**config.mk**
```make
export PLATFORM = sky130hd
export DESIGN_NAME = prog_ctr_flat
export DESIGN_NICKNAME = d
export VERILOG_FILES = /design/src/rtl/prog_ctr_pkg.sv /design/src/rtl/prog_ctr_if.sv /design/src/rtl/prog_ctr_branch_lut.sv /design/src/rtl/prog_ctr.sv /design/src/flat_wrapper.sv
export SDC_FILE = /design/constraint.sdc
export NUM_CORES = 1
export LEC_CHECK = 0
export ABC_AREA = 1
export CORE_ASPECT_RATIO = 0.9
export CORE_MARGIN = 3
export CORE_UTILIZATION = 48
export DETAILED_ROUTE_END_ITERATION = 16
export PLACE_DENSITY = 0.75
export RECOVER_POWER = 50
export SYNTH_ARGS = -nofsm -noshare
export SYNTH_HDL_FRONTEND = slang
export SYNTH_SLANG_ARGS = --single-unit
```
**constraint.sdc**
```tcl
create_clock -name clk_i -period 1.8 [get_ports clk_i]
set_input_delay 0.18 -clock clk_i [delete_from_list [all_inputs] [get_ports clk_i]]
set_output_delay 0.18 -clock clk_i [all_outputs]
set_load 0.01 [all_outputs]
```
**src/rtl/prog_ctr_pkg.sv**
```systemverilog
// Shared types and default sizes for the program counter block.
// The branch-target table contents are defined here so every user agrees on them.
package prog_ctr_pkg;

    localparam int PC_W_DEF   = 10;
    localparam int LUT_AW_DEF = 5;
    localparam int ICNT_W     = 16;

    typedef enum logic [1:0] {
        IDLE = 2'd0,
        RUN  = 2'd1,
        DONE = 2'd2
    } state_e;

    // Entry i of the branch-target table points at address (i+1)*16.
    function automatic int lutTarget(input int idx);
        return (idx + 1) * 16;
    endfunction

endpackage

```
**src/rtl/prog_ctr_if.sv**
```systemverilog
// Decoder/ALU flags into the program counter and its registered status back out.
interface prog_ctr_if
    import prog_ctr_pkg::*;
#(
    parameter int PC_W   = PC_W_DEF,
    parameter int LUT_AW = LUT_AW_DEF
);

    logic              start;
    logic              halt;
    logic              jump;
    logic              branch;
    logic              zero;
    logic [LUT_AW-1:0] targetIdx;
    logic [PC_W-1:0]   pc;
    logic              done;
    logic [ICNT_W-1:0] instCount;

    modport master (
        output start, halt, jump, branch, zero, targetIdx,
        input  pc, done, instCount
    );

    modport slave (
        input  start, halt, jump, branch, zero, targetIdx,
        output pc, done, instCount
    );

endinterface

```
**src/rtl/prog_ctr_branch_lut.sv**
```systemverilog
// Fixed branch/jump target table, read combinationally by index.
module branch_lut
    import prog_ctr_pkg::*;
#(
    parameter int PC_W   = PC_W_DEF,
    parameter int LUT_AW = LUT_AW_DEF
) (
    input  logic [LUT_AW-1:0] idx_i,
    output logic [PC_W-1:0]   target_o
);

    logic [PC_W-1:0] table_w [2**LUT_AW];

    for (genvar i = 0; i < 2**LUT_AW; i++) begin : g_entry
        assign table_w[i] = PC_W'(lutTarget(i));
    end

    assign target_o = table_w[idx_i];

endmodule

```
**src/rtl/prog_ctr.sv**
```systemverilog
// Program counter sequencer: IDLE/RUN/DONE control, next-PC selection
// and a saturating retired-instruction counter, all outputs registered.
module prog_ctr
    import prog_ctr_pkg::*;
#(
    parameter int PC_W   = PC_W_DEF,
    parameter int LUT_AW = LUT_AW_DEF
) (
    input  logic      clk_i,
    input  logic      reset_i,
    prog_ctr_if.slave ctrl
);

    state_e              state_q, state_d;
    logic [PC_W-1:0]     pc_q, pc_d;
    logic                done_q, done_d;
    logic [ICNT_W-1:0]   instCount_q, instCount_d;
    logic                start_q;
    logic [PC_W-1:0]     lutTarget_w;

    branch_lut #(
        .PC_W   (PC_W),
        .LUT_AW (LUT_AW)
    ) u_lut (
        .idx_i    (ctrl.targetIdx),
        .target_o (lutTarget_w)
    );

    // Start has priority over the decoder flags while running: it aborts the run.
    always_comb begin
        state_d     = state_q;
        pc_d        = pc_q;
        done_d      = done_q;
        instCount_d = instCount_q;
        unique case (state_q)
            IDLE: begin
                pc_d   = '0;
                done_d = 1'b0;
                if (start_q && !ctrl.start) begin
                    state_d     = RUN;
                    instCount_d = '0;
                end
            end
            RUN: begin
                if (ctrl.start) begin
                    state_d = IDLE;
                    pc_d    = '0;
                end else begin
                    if (instCount_q != '1) begin
                        instCount_d = instCount_q + ICNT_W'(1);
                    end
                    if (ctrl.halt) begin
                        state_d = DONE;
                        done_d  = 1'b1;
                    end else if (ctrl.jump || (ctrl.branch && !ctrl.zero)) begin
                        pc_d = lutTarget_w;
                    end else begin
                        pc_d = pc_q + PC_W'(1);
                    end
                end
            end
            DONE: begin
                done_d = 1'b1;
                if (ctrl.start) begin
                    state_d = IDLE;
                    pc_d    = '0;
                    done_d  = 1'b0;
                end
            end
            default: begin
                state_d = IDLE;
                pc_d    = '0;
                done_d  = 1'b0;
            end
        endcase
    end

    always_ff @(posedge clk_i) begin
        if (reset_i) begin
            state_q     <= IDLE;
            pc_q        <= '0;
            done_q      <= 1'b0;
            instCount_q <= '0;
            start_q     <= 1'b0;
        end else begin
            state_q     <= state_d;
            pc_q        <= pc_d;
            done_q      <= done_d;
            instCount_q <= instCount_d;
            start_q     <= ctrl.start;
        end
    end

    assign ctrl.pc        = pc_q;
    assign ctrl.done      = done_q;
    assign ctrl.instCount = instCount_q;

endmodule

```
**src/flat_wrapper.sv**
```systemverilog
// flat-port wrapper written by rule: the top's interface ports become plain ports
module prog_ctr_flat import prog_ctr_pkg::*;
#(
    parameter int PC_W   = PC_W_DEF,
    parameter int LUT_AW = LUT_AW_DEF
)
  (clk_i, reset_i, ctrl_start, ctrl_halt, ctrl_jump, ctrl_branch, ctrl_zero, ctrl_targetIdx, ctrl_pc, ctrl_done, ctrl_instCount);
  prog_ctr_if #(.PC_W(PC_W), .LUT_AW(LUT_AW)) ctrl_i ();
  input  logic clk_i;
  input  logic reset_i;
  input wire logic [$bits(ctrl_i.start)-1:0] ctrl_start;
  input wire logic [$bits(ctrl_i.halt)-1:0] ctrl_halt;
  input wire logic [$bits(ctrl_i.jump)-1:0] ctrl_jump;
  input wire logic [$bits(ctrl_i.branch)-1:0] ctrl_branch;
  input wire logic [$bits(ctrl_i.zero)-1:0] ctrl_zero;
  input wire logic [$bits(ctrl_i.targetIdx)-1:0] ctrl_targetIdx;
  output wire logic [$bits(ctrl_i.pc)-1:0] ctrl_pc;
  output wire logic [$bits(ctrl_i.done)-1:0] ctrl_done;
  output wire logic [$bits(ctrl_i.instCount)-1:0] ctrl_instCount;
  assign ctrl_i.start = ctrl_start;
  assign ctrl_i.halt = ctrl_halt;
  assign ctrl_i.jump = ctrl_jump;
  assign ctrl_i.branch = ctrl_branch;
  assign ctrl_i.zero = ctrl_zero;
  assign ctrl_i.targetIdx = ctrl_targetIdx;
  assign ctrl_pc = ctrl_i.pc;
  assign ctrl_done = ctrl_i.done;
  assign ctrl_instCount = ctrl_i.instCount;
  prog_ctr #(.PC_W(PC_W), .LUT_AW(LUT_AW)) u_core (.clk_i(clk_i), .reset_i(reset_i), .ctrl(ctrl_i));
endmodule
```
## Word-level counts from Yosys, hierarchy flattened

Memory sizes are Yosys's and may differ from the RTL's.
Index checks and enable logic that the tools add are counted.

- Register bits: 30
- Bits in read-only memories: 320
- Bits of input ports: 12
- Output and inout bits: 27
- Logic and storage cells: 51
- Memories kept: 1

- $add $sub $neg: 2
- Order comparisons: 1
- Equality and inequality tests: 10
- Mux-type cells: 20
- Bitwise operators: 1
- Reductions and logical operators: 11

Memory list:

| name | depth | width | read ports | clocked after Yosys merged registers in | write ports | line | source |
|---|---|---|---|---|---|---|---|
| (no name shown) | 32 | 10 | 1 | 0 | 0 | prog_ctr_branch_lut.sv:18 | `assign target_o = table_w[idx_i];` |

Operator list:

| kind | number |
|---|---|
| two-way mux 10 bit | 6 |
| two-way mux 16 bit | 3 |
| one-hot mux 16 bit (2 select lines) | 1 |
| one-hot mux 10 bit (2 select lines) | 1 |
| adder 16 x 1 -> 16 bit (second input constant) | 1 |
| != test 16 bit (second input constant) | 1 |
| adder 10 x 1 -> 10 bit (second input constant) | 1 |
| two-way mux 2 bit | 4 |
| >= comparator 6 bit (second input constant) | 1 |
| != test 2 bit (second input constant) | 3 |
| != test 3 bit (second input constant) | 2 |
| inverter 5 -> 6 bit | 1 |
| one-hot mux 2 bit (3 select lines) | 1 |
| != test 2 x 1 -> 1 bit (second input constant) | 2 |
| AND reduction 2 bit | 2 |
| AND reduction 4 bit | 1 |
| two-way mux 1 bit | 3 |
| AND reduction 3 bit | 1 |
| equality test 2 x 1 -> 1 bit (second input constant) | 1 |
| equality test 2 bit (second input constant) | 1 |
| logical AND 1 bit | 2 |
| logical NOT 1 bit | 2 |
| logical NOT 2 bit | 1 |
| one-hot mux 1 bit (2 select lines) | 1 |
| 2 further kinds | 2 |

## Logic depth before layout (Yosys ltp)

- Depth after elaboration: 8
- Depth in mapped cells: 11
- Mapped depth without buffers: 10

## Hierarchy

Synthesis repeated with hierarchy kept, for this count alone.

- Cell total of the unflattened synthesis: 306
- Area total of the unflattened synthesis: 2021.9 sq um

By module, submodules not included:

| module | instances | cells an instance | area each (sq um) | seq. area each (sq um) |
|---|---|---|---|---|
| prog_ctr | 1 | 284 | 1893.1 | 600.6 |
| branch_lut | 1 | 22 | 128.9 | 0.0 |

## Worst setup path after synthesis

No wires, ideal clock.

- Path type: register to register
- From: reg u_core.state_q[1]
- To: reg u_core.instCount_q[12] (netlist: u_core.ctrl.instCount[12])
- Setup time: 0.115 ns
- Arrival: 1.367 ns
- Required time: 1.685 ns
- Slack: 0.318 ns
- Stages on the path, launching flop included: 12
- Buffers on the path: 1
- Period minus slack after synthesis: 1.482 ns
- Cell sequence: dfxtp_1 -> inv_1 -> ha_1 -> nand2_1 -> o21ai_2 -> nor2_4 -> nand2_1 -> nand2_1 -> inv_2 -> buf_6 -> nand2_1 -> nor2_1

- Word-level cells in the longest chain between the ends: 3
- Elaborated cells between the ends (all ways): 8
- Those cells by class: 4 x eq/ne; 1 x mux; 3 x reduce/logical

Ends and longest elaborated chain:

| element | line | source |
|---|---|---|
| start, declared | prog_ctr.sv:14 | `state_e state_q, state_d;` |
| start signal, assigned | prog_ctr.sv:86 | `state_q <= state_d;` |
| equality test 2 x 1 -> 1 bit or logical NOT 2 bit (tied branches) | prog_ctr.sv:35 | `unique case (state_q)` |
| != test 2 x 1 -> 1 bit (no line) (tied with other cells) | -- |  |
| AND reduction 4 bit (no line) | -- |  |
| end signal, assigned | prog_ctr.sv:89 | `instCount_q <= instCount_d;` |
| end, declared | prog_ctr.sv:17 | `logic [ICNT_W-1:0] instCount_q, instCount_d;` |

Several ways; a longest one is shown, not always the timed one.
A chain may end at the register's enable or synchronous reset.

## Final worst setup path

- From: reg u_core.state_q[0]
- To: reg u_core.instCount_q[14] (netlist: u_core.ctrl.instCount[14])

Same word-level chain as after synthesis.

==> results by group <==
Synthesis
  • Syn_area_per_cell: 6.32 sq um
  • Share of the synthesized area in the top cell type: 30.8%
  • Synth warnings: 0
  • Top cells by area, synth: dfxtp_1, nand2_1, nor2_1
  • Register area share after synthesis: 30.8%
  • Synth Flop Type: dfxtp_1
  • Most frequent cell after synthesis: nand2_1
  • Unique masters post-synth: 29
  • #FFs+latches synth: 30
  • Post-Synthesis Cell Area: 1950 sq um
  • Synthesized net count: 328
  • Cells after Synth: 309
  • Number of synthesized flops with an enable pin: 0
  • Top post-synthesis cells by count: nand2_1, nor2_1, inv_1
  • Post-synth ARST share: 0%
  • Synth area leader: dfxtp_1

Critical path
  • Setup Crit Path Kind: register to register
  • Crit path from: u_core.state_q[0]
  • CP Data Required Time: 2.00 ns
  • RR Startpoint: u_core.state_q[0]
  • Slowest stage delay, CP: 0.32 ns
  • CP delay by family, top: buffers and inverters
  • Critical Path Start Type: register
  • Worst-path cell chain: inv_1 > ha_1 > a21boi_4 > nor2_4 > buf_4 > nand2_1 > nand2_1 > inv_4 > nand2_1 > a21oi_1
  • CP endpoint kind: register
  • CP max-delay cell: dfxtp_1
  • Crit Path Max Fanout: 12
  • Data arrival time of the worst path: 1.86 ns
  • Buf/Inv on CP: 3
  • Cell mode on critical path: nand2_1

Die
  • DIE WIDTH: 73.2 microns
  • Die ar.: 4870 sq um
  • Core area: 3810 sq um
  • IO Count: 39
  • Die height: 66.5 microns
  • Cell Rows: 21
  • Starting Density: 51.2%

Global route
  • Antenna violations before repair: 0
  • GRT Util Overall: 20.6%
  • Overflow after GRT: 0
  • Vias in the first global route: 1,858
  • Largest net degree at the start of global routing: 17
  • Global-route wire length before repair: 7.98 mm

Placement
  • Port bufs: 38
  • Placement Cell Area: 2400 sq um
  • Placed insts: 396
  • RD Place Congestion: 0.811
  • HPWL after detailed placement: 3.47 mm

Final layout
  • N_diodes: 0
  • Area grow syn2layout: 30.6%
  • Layout cell share with drive strength beyond 1: 11.4%
  • Filler instances: 357
  • Multi-input logic area: 1140 sq um
  • Storage cell area: 601 sq um
  • Design Area, Final: 2550 sq um
  • NumNets Final: 379
  • Layout Cells excl Fill: 406

Detailed routing
  • DRT Pass-1 Iters: 4
  • Met3 wire len: 190 microns
  • Met2 WL: 1.95 mm
  • Detail Route Antenna Nets: 0
  • Routed wire length: 4.63 mm
  • # DRC: 0
  • WL per Instance: 11.4 microns
  • Highest Signal Layer: met4
  • Vias: 2,001
  • M1 WL: 2.45 mm
  • DRT iter0 DRCs: 141
  • Vias per cell: 4.93

STA
  • Tmin final: 1.66 ns
  • TNS Setup: 0 ns
  • FMAX: 604 MHz
  • Skew final: 0.00794 ns
  • Final Hold Fails: 0
  • Normalized max-slew margin: 71.3%
  • Final worst-path cycle share: 92.0%
  • Hold WS: 0.466 ns
  • Worst Tran Pin Value: 0.429 ns
  • Final Max Tran Viols: 0
  • Final setup fails: 0
  • RSZ-0062 raised after global routing: false

Clock tree
  • CTS Sinks: 30
  • Skew-Pair Late Insertion Delay: 0.28 ns
  • H-tree depth: 2
  • CTS tree: built
  • Clock buffer depth: 2
  • CTS root buffer: clkbuf_8
  • Clock transition at path regs: 0.06 ns
  • Num CTS Buffers: 5

Job
  • Number of max-cap violations: 0

Min path
  • Min-Delay Path Class: register to register
  • Hold path startpoint: u_core.ctrl.done

Outcome
  • Status: completed

Power and ir drop
  • Final Power: 2.49 mW
  • Pleak: 1.15 nW
  • Worst vdd ir: 0.668 mV
  • Power per cell area: 976 nW/um^2
## registers in the layout (all words and copies together), names as in the netlist
| register | count |
|---|---|
| u_core.ctrl.instCount | 16 |
| u_core.ctrl.pc | 10 |
| u_core.ctrl.done | 1 |
| u_core.start_q | 1 |
| u_core.state_q | 2 |
## metrics by stage
step	util, %	setup WS, ns
floorplan	-	0.318
global placement	63.1	0.0856
detailed placement	63.1	0.0765
CTS	66.1	0.0807
global route	66.9	0.0161
finish	66.9	0.144
## kinds of logic after synthesis
group                      count (synthesis)  share of synthesized area (%)
DFF                                       30                           30.8
xor gates and xnor gates                   1                          0.449
and+or+nand+nor                          185                           42.7
buffers and inverters                     51                           11.2
AOI/OAI and AO/OA                         35                           10.4
adders and majority gates                  7                           4.49
## area by class of cell
cell class                 instances  share of cell area (%)
inverter                          46                    6.87
tap                               46                    2.26
sequential                        30                    23.6
timing repair buffer              49                    18.2
clock buffer                       6                    3.24
multi-input combinational        228                    44.7
clock inverter                     1                    1.18
## repair_timing
item	CTS	global route
buffers inserted	0	3
endpoints found under the hold margin	0	0
resized for setup	0	3
hold buffers	0	0
endpoints found under the setup margin	0	20
## power breakdown
part	switching (mW)	internal, mW	total (mW)	leakage [nW]
Combinational	0.629	0.416	1.05	0.851
Clock	0.245	0.442	0.687	0.0573
Sequential	0.0412	0.717	0.758	0.243
## path summary, 6_finish.rpt
kind                                    end  depth (start not counted)  slack [ns]
hold reg to reg            u_core.ctrl.done                          2        0.47
hold / removal             u_core.ctrl.done                          2        0.47
setup / recovery  u_core.ctrl.instCount[14]                         10        0.14
setup reg to reg  u_core.ctrl.instCount[14]                         10        0.14
## layout by cell type (no fill, tap or decap)
cell type	count
clkdlybuf4s50_1	14
o211ai_1	1
ha_2	1
o21ai_0	9
a31oi_1	1
nand2_2	2
a21oi_1	19
nand3_2	1
bufinv_16	1
nand3b_1	3
a21oi_2	2
nor3_2	1
nand4_4	1
nor2_1	44
or2_2	1
inv_4	1
o21ai_2	1
nor2_4	3
a21boi_4	1
o21ai_1	1
nand2_4	1
nand3_1	27
inv_2	4
clkbuf_8	6
buf_4	11
nor3_1	3
dlygate4sd3_1	24
ha_1	6
nor2_2	3
xor2_1	1
dfxtp_1	30
inv_1	41
nand4_1	8
nand2_1	87
## per-layer routing
layer / up-vias / track usage [%]
li1: 1080 / -
met1: 883 / 28.8
met2: 33 / 31.8
met3: 5 / 4.68
met4: 0 / 4.84
met5: - / 0
## worst reg2reg max path: cells and delay by family (launching register included)
family,cells,cell delay [ns]
AO/OA/AOI/OAI,2,0.37
AND/OR/NAND/NOR,4,0.26
buffers and inverters,3,0.39
flip-flops,1,0.32
adder cells (fa/ha/maj),1,0.25
Note: power is estimated with default switching activity, not from simulation.
